[src/rtl/noise_pkg.sv]
// Shared constants and pixel type for the noise-detection datapath.
package noise_pkg;

  localparam int DEFAULT_DATA_WIDTH = 8;
  localparam int DEFAULT_IMG_WIDTH  = 64;
  localparam int DEFAULT_IMG_HEIGHT = 64;
  localparam int WIN_SIZE           = 3;

  typedef logic [DEFAULT_DATA_WIDTH-1:0] pixel_t;

endpackage

[src/rtl/window3x3_gen_line_buffer.sv]
// One-line pixel store: combinational read at addr, write on the clock edge,
// so a same-cycle read returns the previous line's value.
module line_buffer
#(
  parameter int DATA_WIDTH = 8,
  parameter int DEPTH      = 64
)
(
  input  logic                     clk,
  input  logic                     we,
  input  logic [$clog2(DEPTH)-1:0] addr,
  input  logic [DATA_WIDTH-1:0]    wdata,
  output logic [DATA_WIDTH-1:0]    rdata
);

  logic [DATA_WIDTH-1:0] mem [DEPTH];

  assign rdata = mem[addr];

  always_ff @(posedge clk) begin
    if (we) mem[addr] <= wdata;
  end

endmodule

[src/rtl/window3x3_gen.sv]
// Streaming 3x3 window generator with two line buffers; emits only full-interior windows.
// Optional macro WIN_POS_EN adds win_row/win_col centre-coordinate outputs.
module window3x3_gen
  import noise_pkg::*;
#(
  parameter int DATA_WIDTH = DEFAULT_DATA_WIDTH,
  parameter int IMG_WIDTH  = DEFAULT_IMG_WIDTH,
  parameter int IMG_HEIGHT = DEFAULT_IMG_HEIGHT
)
(
  input  logic                  clk,
  input  logic                  rst_n,
  input  logic                  in_valid,
  input  logic                  in_sof,
  input  logic [DATA_WIDTH-1:0] in_data,
  output logic                  win_valid,
  output logic                  win_eof,
  output logic [DATA_WIDTH-1:0] w1,
  output logic [DATA_WIDTH-1:0] w2,
  output logic [DATA_WIDTH-1:0] w3,
  output logic [DATA_WIDTH-1:0] w4,
  output logic [DATA_WIDTH-1:0] w5,
  output logic [DATA_WIDTH-1:0] w6,
  output logic [DATA_WIDTH-1:0] w7,
  output logic [DATA_WIDTH-1:0] w8,
  output logic [DATA_WIDTH-1:0] w9
`ifdef WIN_POS_EN
  ,
  output logic [$clog2(IMG_HEIGHT)-1:0] win_row,
  output logic [$clog2(IMG_WIDTH)-1:0]  win_col
`endif
);

  localparam int CW = $clog2(IMG_WIDTH);
  localparam int RW = $clog2(IMG_HEIGHT);
  localparam logic [CW-1:0] COL_LAST = CW'(IMG_WIDTH - 1);
  localparam logic [RW-1:0] ROW_LAST = RW'(IMG_HEIGHT - 1);
  localparam logic [CW-1:0] COL_TWO  = CW'(2);
  localparam logic [RW-1:0] ROW_TWO  = RW'(2);
  localparam int WN = WIN_SIZE * WIN_SIZE;

  logic [CW-1:0] col, cur_col;
  logic [RW-1:0] row, cur_row;
  logic [DATA_WIDTH-1:0] top, mid;
  logic [DATA_WIDTH-1:0] win [WN];
  logic interior;

  // A start-of-frame pixel is always (0,0), overriding whatever the counters say.
  always_comb begin
    cur_col  = in_sof ? '0 : col;
    cur_row  = in_sof ? '0 : row;
    interior = (cur_row >= ROW_TWO) && (cur_col >= COL_TWO);
  end

  always_ff @(posedge clk) begin
    if (!rst_n) begin
      col <= '0;
      row <= '0;
    end else if (in_valid) begin
      if (cur_col == COL_LAST) begin
        col <= '0;
        row <= (cur_row == ROW_LAST) ? '0 : cur_row + RW'(1);
      end else begin
        col <= cur_col + CW'(1);
        row <= cur_row;
      end
    end
  end

  line_buffer #(.DATA_WIDTH(DATA_WIDTH), .DEPTH(IMG_WIDTH)) lb1 (
    .clk  (clk),
    .we   (in_valid),
    .addr (cur_col),
    .wdata(in_data),
    .rdata(mid)
  );

  line_buffer #(.DATA_WIDTH(DATA_WIDTH), .DEPTH(IMG_WIDTH)) lb0 (
    .clk  (clk),
    .we   (in_valid),
    .addr (cur_col),
    .wdata(mid),
    .rdata(top)
  );

  always_ff @(posedge clk) begin
    if (!rst_n) begin
      for (int i = 0; i < WN; i++) win[i] <= '0;
    end else if (in_valid) begin
      win[0] <= win[1];
      win[1] <= win[2];
      win[2] <= top;
      win[3] <= win[4];
      win[4] <= win[5];
      win[5] <= mid;
      win[6] <= win[7];
      win[7] <= win[8];
      win[8] <= in_data;
    end
  end

  always_ff @(posedge clk) begin
    if (!rst_n) begin
      win_valid <= 1'b0;
      win_eof   <= 1'b0;
    end else begin
      win_valid <= in_valid && interior;
      win_eof   <= in_valid && (cur_row == ROW_LAST) && (cur_col == COL_LAST);
    end
  end

`ifdef WIN_POS_EN
  always_ff @(posedge clk) begin
    if (!rst_n) begin
      win_row <= '0;
      win_col <= '0;
    end else if (in_valid && interior) begin
      win_row <= cur_row - RW'(1);
      win_col <= cur_col - CW'(1);
    end
  end
`endif

  assign w1 = win[0];
  assign w2 = win[1];
  assign w3 = win[2];
  assign w4 = win[3];
  assign w5 = win[4];
  assign w6 = win[5];
  assign w7 = win[6];
  assign w8 = win[7];
  assign w9 = win[8];

endmodule

[config.mk]
export PLATFORM = sky130hd
export DESIGN_NAME = window3x3_gen
export DESIGN_NICKNAME = d
export VERILOG_FILES = /design/src/rtl/noise_pkg.sv /design/src/rtl/window3x3_gen_line_buffer.sv /design/src/rtl/window3x3_gen.sv
export SDC_FILE = /design/constraint.sdc
export NUM_CORES = 1
export LEC_CHECK = 0
export ABC_AREA = 1
export ABC_CLOCK_PERIOD_IN_PS = 4600
export CAP_MARGIN = 20
export CORE_ASPECT_RATIO = 1.25
export CORE_MARGIN = 2
export CORE_UTILIZATION = 40
export DETAILED_ROUTE_END_ITERATION = 6
export PLACE_DENSITY_LB_ADDON = 0.15
export SYNTH_ARGS = -nofsm -noshare
export SYNTH_HDL_FRONTEND = slang
export SYNTH_SLANG_ARGS = --single-unit
[constraint.sdc]
create_clock -name clk -period 4.6 [get_ports clk]
set_input_delay 0.92 -clock clk [delete_from_list [all_inputs] [get_ports clk]]
set_output_delay 0.92 -clock clk [all_outputs]
set_load 0.02 [all_outputs]
## Yosys cells after proc, flatten, opt, wreduce, memory -nomap -nowiden

Memories as Yosys holds them, arrays and structs flattened.
Index checks and enable logic that the tools add are counted.

| word-level totals | value |
|---|---|
| output and inout bits | 74 |
| memory bits (writable) | 1,096 |
| memory bits (read-only) | 0 |
| logic and storage cells | 45 |
| input bits | 12 |
| flip-flop bits (word level) | 14 |
| memories | 3 |
| bits in latches | 0 |

Memory list:

| memory | depth | width | read ports | clocked after memory_dff | wr ports | RTL line | RTL |
|---|---|---|---|---|---|---|---|
| lb0.mem | 64 | 8 | 1 | 0 | 1 | window3x3_gen_line_buffer.sv:16 | `logic [DATA_WIDTH-1:0] mem [DEPTH];` |
| lb1.mem | 64 | 8 | 1 | 0 | 1 | window3x3_gen_line_buffer.sv:16 |  |
| win | 9 | 8 | 9 | 0 | 9 | window3x3_gen.sv:45 | `logic [DATA_WIDTH-1:0] win [WN];` |

| cells by class | value |
|---|---|
| div/mod/pow operators | 0 |
| $add $sub $neg | 2 |
| muxes and demuxes | 19 |
| bitwise gates (word level) | 9 |
| order comparisons | 2 |
| equality and inequality tests | 2 |
| shifts and indexed selects | 0 |
| reduce and logical (&&, ||, !) cells | 4 |
| multipliers | 0 |

Operator list:

| kind | count |
|---|---|
| two-way mux 8 bit | 9 |
| two-way mux 6 bit | 5 |
| adder 6 x 1 -> 6 bit (second input constant) | 2 |
| == test 6 bit (second input constant) | 2 |
| >= comparator 6 x 2 -> 1 bit (second input constant) | 2 |
| bitwise OR 1 bit | 9 |
| two-way mux 1 bit | 5 |
| logical AND 1 bit | 4 |

## Logic depth before layout (Yosys ltp)

Gate-level depths: netlist (run 1).

| logic depth | value |
|---|---|
| depth after elaboration | 4 |
| gate-level depth with buffers | 16 |
| gate-level depth less buffers | 13 |

## Modules after synthesis

A second synthesis (run 1) with hierarchy kept.

| second synthesis, totals | value |
|---|---|
| cell total of the unflattened synthesis | 4,676 |
| area, all modules | 47,396.7 um^2 |

Modules (own cells, without submodules):

| module | instances | cells an instance | seq. area each (um^2) | area each (um^2) |
|---|---|---|---|---|
| line_buffer | 2 | 2,159 | 15,374.7 | 21,884.7 |
| window3x3_gen | 1 | 358 | 2,442.3 | 3,627.2 |

## Least setup slack after synthesis (run 1)

No wires, ideal clock.

| timing | value |
|---|---|
| path type | input to register |
| start point | input port in_valid |
| end point | memory win[0][0] (enable) |
| path slack | 631 ps |
| setup time | 464 ps |
| path buffers | 2 |
| arrival time | 3,505 ps |
| required time | 4,136 ps |
| stages | 4 |
| path through | clkbuf_1 -> inv_1 -> nand2_1 -> clkbuf_1 |

RTL lines:

| element | RTL line | RTL |
|---|---|---|
| start, declared | window3x3_gen.sv:13 | `input logic in_valid,` |
| end, declared | window3x3_gen.sv:45 |  |

## Worst setup path after layout (run 1)

| timing | value |
|---|---|
| start point | input port in_sof |
| end point | memory lb0.mem[60][6], data pin |

| on the way | value |
|---|---|
| word-level cells in the longest chain between the ends | 2 |

Ends and longest elaborated chain:

| element | RTL line | RTL |
|---|---|---|
| start, declared | window3x3_gen.sv:14 | `input logic in_sof,` |
| two-way mux 6 bit | window3x3_gen.sv:50 | `cur_col = in_sof ? '0 : col;` |
| memory read (64 x 8 bit) | -- |  |
| named net lb0.wdata[6] | window3x3_gen_line_buffer.sv:12 | `input logic [DATA_WIDTH-1:0] wdata,` |
| end, declared | window3x3_gen_line_buffer.sv:16 |  |

The timed path passes the listed nets, and every way through them passes these cells.

==> results of run 1 <==
-- per-stage QoR --
stage	cell area [um2]	hold slack, ps	power, mW
finish	53000	509	21.1
global route	53000	540	21.7
CTS	53000	511	21.3
detailed placement	49600	503	12.7
global placement	49500	499	12.6
floorplan	45700	470	12.0
-- synthesized netlist by cell type, drive strengths merged --
library cell / number / area (um2)
nor3: 2 / 10.0
inv: 442 / 1660
nand3: 439 / 2200
clkbuf: 45 / 169
o211ai: 43 / 323
nand3b: 2 / 15.0
nand2: 1392 / 5250
edfxtp: 1096 / 32900
buf: 148 / 742
nor4: 1 / 6.26
o21ai: 106 / 534
clkinv: 6 / 22.5
o22ai: 6 / 37.5
or2: 9 / 56.3
dfxtp: 14 / 280
nand4: 12 / 75.1
a21oi: 48 / 240
o21bai: 1 / 7.51
o41ai: 1 / 8.76
xor2: 2 / 17.5
ha: 2 / 25.0
a22oi: 1 / 7.51
nor2: 288 / 1150
-- sequential cells by signal (all words and copies together), names as in the netlist --
signal	flops
win	72
win_valid	1
row	6
col	6
lb1.mem	512
win_eof	1
lb0.mem	512
-- final cells by class --
| cell class | instances | area, um2 |
|---|---|---|
| Inverter | 448 | 1690 |
| Clock inverter | 68 | 549 |
| Sequential cell | 1110 | 33200 |
| Antenna cell | 2 | 5.00 |
| Tap cell | 1470 | 1840 |
| Clock buffer | 136 | 2850 |
| Timing Repair Buffer | 292 | 2840 |
| Fill cell | 10200 | 60300 |
| Multi-Input combinational cell | 2355 | 10000 |
-- cells by family after synthesis --
group,count (synthesis),share of synthesized area [%]
compound gates,206,2.53
fa+ha+maj,2,0.0547
simple gates,2145,19.1
flops,1110,72.6
buf+inv,641,5.68
xor+xnor,2,0.0383
-- tightest hold or removal path, delay by kind of cell (launching register included) --
kind / cells / cell delay (ps)
buffers and inverters: 1 / 80
flip-flops: 1 / 290
AO/OA/AOI/OAI: 1 / 80
-- how the worst max path moves through the flow --
stage | startpoint | endpoint | cells past startpoint
after floorplan | in_valid | win[0][0] | 4
after global placement | in_sof | lb0.mem[38][7] | 15
after detailed placement | in_sof | lb0.mem[36][7] | 14
after CTS | col[0] | lb0.mem[30][7] | 14
after global routing | col[0] | lb0.mem[36][1] | 14
final | in_sof | lb0.mem[60][6] | 12
-- power by group --
| part | total, mW | internal (mW) | leakage [nW] | switching (mW) |
|---|---|---|---|---|
| Clock | 8.66 | 4.83 | 1.65 | 3.83 |
| Combinational | 1.13 | 0.305 | 8.54 | 0.826 |
| Sequential | 11.3 | 11.3 | 10.1 | 0.0332 |
| Total | 21.1 | 16.4 | 20.3 | 4.68 |
-- layer usage --
layer  global-route usage (%)  wire length [um]  vias up
li1                         -                 -    14100
met2                     38.0             64600      931
met3                     2.87              7880      176
met5                        0                 9        -
met1                     30.8             56700    14800
met4                     8.57              4480        2
==> summary.md, run 1 <==
| Metric | Value |
|---|---|
| Status | finished, final reports clean |
| Pwr dens | 398 nW/um2 |
| Die height | 382 um |
| Sequential fraction of the synthesis area | 72.6% |
| Final Instance Count excl. Fillers | 5,881 |
| Peak supply drop | 0.288 mV |
| Fin util | 46.8% |
| Final critical-path share of the clock period | 77.0% |
| Residual DRC | 0 |
| Fin. Hold Viols | 0 |
| Post-DRT Antenna Nets | 0 |
| Worst Clk Skew | 47.9 ps |
| Share of cells above drive strength 1 | 9.23% |
| Synthesized flop and latch total | 1,110 |
| R2R setup slack | 1090 ps |
| Total congestion overflow | 0 |
| Avg Inst Size Synth | 11.1 um2 |
| Setup Fix Bufs, Post-CTS | 0 |
| Die W | 306 um |
| Final worst slack | 1060 ps |
| Max cap viols | 0 |
| Root buffer cell | clkbuf_16 |
| Commonest non-fill, non-tap cells in the layout | 1,378 x nand2_1, 1,096 x edfxtp_1, 439 x nand3_1 |
| Initial antenna violation count | 4 |
| Port bufs | 85 |
| # hold bufs at CTS | 0 |
| Worst-skew pair later-pin latency | 720 ps |
| Reg2reg path depth | 14 |
| Max-slew headroom | 40.7% |
| Lkg Pwr | 20.3 nW |
| Max-slew violations | 0 |
| Worst slack, placed | 366 ps |
| Req. time, crit path | 4980 ps |
| Largest net degree at the start of global routing | 98 |
| Final setup fails | 0 |
| Placed insts | 5,674 |
| Syn Std Cell Area | 45,700 um2 |
| Gpl congestion | 0.859 |
| Row cnt | 138 |
| Initial Util | 40.4% |
| Worst-path cell chain | clkdlybuf4s50_1 > inv_6 > nand2_8 > buf_4 > nand2_1 > nand3_1 > nand3_1 > o21ai_0 > nand2_1 > nor2_1 > nand2_2 > buf_12 |
| Cells after synthesis | 4,106 |
| Min Tclk post-route | 3540 ps |
| Max stage delay on crit path | 560 ps |
| Crit Reg-Reg Endpoint | lb0.mem[36][1] |
| WHS Path Cells | 2 |
| Hold Startpoint | row[0] |
| Starting DRT DRC Count | 2,500 |
| First-pass GRT wire length | 197,000 um |
| Reg clk slew, reported paths | 60 ps |
| Total wire length | 134,000 um |
| Num CTS Buffers | 109 |
| Reg2reg start | col[0] |
| Dpl hpwl | 81,400 um |
| Drt pass-1 iters | 6 |
| P&R area growth vs syn | 15.8% |
| Crit start category | primary input |
| Worst Setup Path Type | primary input to flip-flop |
| Delay-heaviest family, CP | buffers and inverters |
| Most common cell after layout, fill and taps aside | nand2_1 |
| Fin nets | 4,330 |
| Hold Crit Class | flip-flop to flip-flop |
| Maximum clock path buffer count | 3 |
| RSZ-0062 raised after global routing | false |
| Synth unique cells | 35 |
| Vias/cell | 5.10 |
| CTS resizes | 0 |
| Worst setup EP type | flip-flop |
| Synthesized net count | 4,120 |
| Yosys Warn Count | 0 |
| Crit path buffers/inverters | 4 |
| Arr. time, crit path | 3930 ps |
| Worst-margin pin slew | 887 ps |
| H-tree Lvls | 3 |
| Hold EP | row[0] |
| TNS Setup | 0 ps |
| CTS tree | done |
| Crit-path slowest cell | clkdlybuf4s50_1 |
| Die Area | 117,000 um2 |
| Total number of vias | 30,000 |
| Total global-route track usage | 22.9% |
| I/O pin count | 86 |
| Drt wl/cell | 22.7 um |
| Vias in the first global route | 29,200 |
| Worst-path maximum fanout | 64 |
| Highest Clock Rate | 282 MHz |
| CTS sink count | 1,110 |
| CORE AREA | 113,000 um2 |
Note: power is estimated with default switching activity, not from simulation.
==> run 2, diff against run 1 <==
--- a/config.mk
+++ b/config.mk
@@ -6,7 +6,7 @@
 export NUM_CORES = 1
 export LEC_CHECK = 0
 export ABC_AREA = 1
-export ABC_CLOCK_PERIOD_IN_PS = 4600
+export ABC_CLOCK_PERIOD_IN_PS = 3400
 export CAP_MARGIN = 20
 export CORE_ASPECT_RATIO = 1.25
 export CORE_MARGIN = 2
==> constraint.sdc (replaced) <==
create_clock -name clk -period 3.4 [get_ports clk]
set_input_delay 0.68 -clock clk [delete_from_list [all_inputs] [get_ports clk]]
set_output_delay 0.68 -clock clk [all_outputs]
set_load 0.02 [all_outputs]
==> run 2 against run 1 <==
Via count grew 3.0%. Sequential share of layout area shrank 2.9 points. Clock power grew 34%. Power grew 36%. Setup slack lost 1000 ps. Die area is the same. Utilization grew 2.3 points. Largest power group unchanged. Critical path type unchanged. Cell area grew 4.8%. Combinational power grew 54%. Clock skew shrank 27 ps. First-iteration DRC count grew 23%. Critical path depth grew 2.
==> summary.md, run 2 (synthesized netlist as in run 1, its figures left out) <==
| Metric | Value |
|---|---|
| Status | finished, final reports clean |
| Initial antenna violation count | 3 (-1) |
| Largest regs | lb0.mem: 512 flops, lb1.mem: 512 flops, win: 72 flops |
| Final critical-path share of the clock period | 99.3% |
| Cell area after layout | 55,500 um2 (+4.8%) |
| Root buffer cell | clkbuf_16 |
| Drt wl/cell | 22.9 um (+0.69%) |
| Die W | 306 um (unchanged) |
| Arr. time, crit path | 3770 ps (-160 ps) |
| Max cap viols | 0 (unchanged) |
| Max-slew violations | 0 (unchanged) |
| Total wire length | 139,000 um (+3.8%) |
| Total congestion overflow | 0 (unchanged) |
| Share of cells above drive strength 1 | 13.2% (+3.9 points) |
| Commonest non-fill, non-tap cells in the layout | 1,378 x nand2_1, 1,096 x edfxtp_1, 439 x nand3_1 |
| Reg2reg path depth | 15 (+1) |
| Residual DRC | 0 (unchanged) |
| Total number of vias | 30,900 (+3.0%) |
| Worst-path maximum fanout | 44 (-31%) |
| CTS sink count | 1,110 (unchanged) |
| Largest net degree at the start of global routing | 66 (-33%) |
| Peak supply drop | 0.408 mV (+42%) |
| FILL cells | 10,100 (-1.6%) |
| Post-DRT Antenna Nets | 0 (unchanged) |
| # hold bufs at CTS | 0 (unchanged) |
| H-tree Lvls | 3 (unchanged) |
| TNS Setup | 0 ps (unchanged) |
| Fin util | 49.0% (+2.3 points) |
| Vias/cell | 5.10 (-0.12%) |
| Maximum clock path buffer count | 3 (unchanged) |
| Die Area | 117,000 um2 (unchanged) |
| Req. time, crit path | 3790 ps (-1190 ps) |
| Crit-path slowest cell | clkdlybuf4s50_1 |
| Most common cell after layout, fill and taps aside | nand2_1 |
| Gpl congestion | 0.880 (+2.4%) |
| Initial Util | 40.4% (unchanged) |
| I/O pin count | 86 (unchanged) |
| Area post-placement | 52,200 um2 (+5.3%) |
| Drt pass-1 iters | 7 (+1) |
| Worst-path cell chain | clkdlybuf4s50_1 > buf_4 > inv_6 > nand2_4 > clkinv_2 > buf_4 > buf_4 > nand3_1 > nand3_1 > nor2_1 > nor2_1 > nor2_1 > nand2_2 > buf_12 |
| Lkg Pwr | 21.5 nW (+6.0%) |
| Starting DRT DRC Count | 3,075 (+23%) |
| WHS Path Cells | 1 (-1) |
| Worst-skew pair later-pin latency | 710 ps (about the same) |
| Vias in the first global route | 29,900 (+2.3%) |
| Highest Clock Rate | 296 MHz |
| Total power | 28.6 mW (+36%) |
| CORE AREA | 113,000 um2 (unchanged) |
| Reg clk slew, reported paths | 60 ps (about the same) |
| Die height | 382 um (unchanged) |
| Hold Crit Class | primary input to flip-flop |
| Worst Setup Path Type | primary input to flip-flop |
| Antenna cells | 0 (-2) |
| Worst-margin pin slew | 926 ps (+39.1 ps) |
| Fin nets | 4,526 (+4.5%) |
| Final setup fails | 0 (unchanged) |
| Row cnt | 138 (unchanged) |
| Fin. Hold Viols | 0 (unchanged) |
| Worst Clk Skew | 20.9 ps (-27.0 ps) |
| RSZ-0062 raised after global routing | false |
| Dpl hpwl | 92,500 um (+14%) |
| Crit start category | primary input |
| Pwr dens | 516 nW/um2 (+30%) |
| CTS tree | done |
| Worst setup EP type | flip-flop |
| First-pass GRT wire length | 203,000 um (+2.8%) |
| Max-slew headroom | 38.3% (-2.4 points) |
| Port bufs | 85 (unchanged) |
| Min Tclk post-route | 3380 ps |
| Max stage delay on crit path | 660 ps (+100 ps) |
| Total global-route track usage | 23.7% (+0.81 points) |
| Num CTS Buffers | 111 (+1.8%) |
| P&R area growth vs syn | 21.4% |
-- run 2: worst paths after layout --
path	start	to	slack, ps
setup reg to reg	col[0]	lb0.mem[62][1]	190
setup / recovery	in_sof	lb0.mem[6][7]	20
hold reg to reg	row[1]	row[1]	510
hold / removal	in_data[1]	lb1.mem[4][1]	410
-- run 2: timing repair --
action | in CTS | in global routing
setup buffers | 0 | 0
endpoints found under the setup margin | 0 | 42
gates resized for setup | 0 | 1
-- run 2: area by class of cell --
class                   count  area, um2  share of cell area (%)
clock buffers             143       3010                    5.42
clock inverters            53        357                   0.642
inverters                 448       1690                    3.05
multi-input cells        2355      10000                    18.0
flip-flops and latches   1110      33200                    59.8
well taps                1470       1840                    3.31
repair buffers            486       5440                    9.79
-- run 2: power breakdown --
group / switching [mW] / internal (mW) / leakage, nW
sequential: 0.0445 / 15.2 / 10.1
combinational: 1.18 / 0.558 / 9.77
clock: 5.18 / 6.43 / 1.64
-- run 2: worst max-delay path, delay by kind of cell --
kind,cells,cell delay (ps)
buf+inv,7,1730
simple gates,7,1260
-- run 2: per-layer routing --
metal | global-route usage, % | vias up | wire length, um
li1 | - | 14500 | -
met1 | 31.8 | 15300 | 58900
met2 | 40.6 | 979 | 68800
met3 | 2.42 | 186 | 7460
met4 | 7.40 | 2 | 3620
met5 | 0 | - | 11
-- run 2: stage by stage --
stage	cells	hold slack (ps)	setup WS [ps]
finish	6065	414	24.8
global route	6065	420	49.2
CTS	6065	398	93.8
detailed placement	5869	502	-632
global placement	5869	498	-626
floorplan	4106	470	382
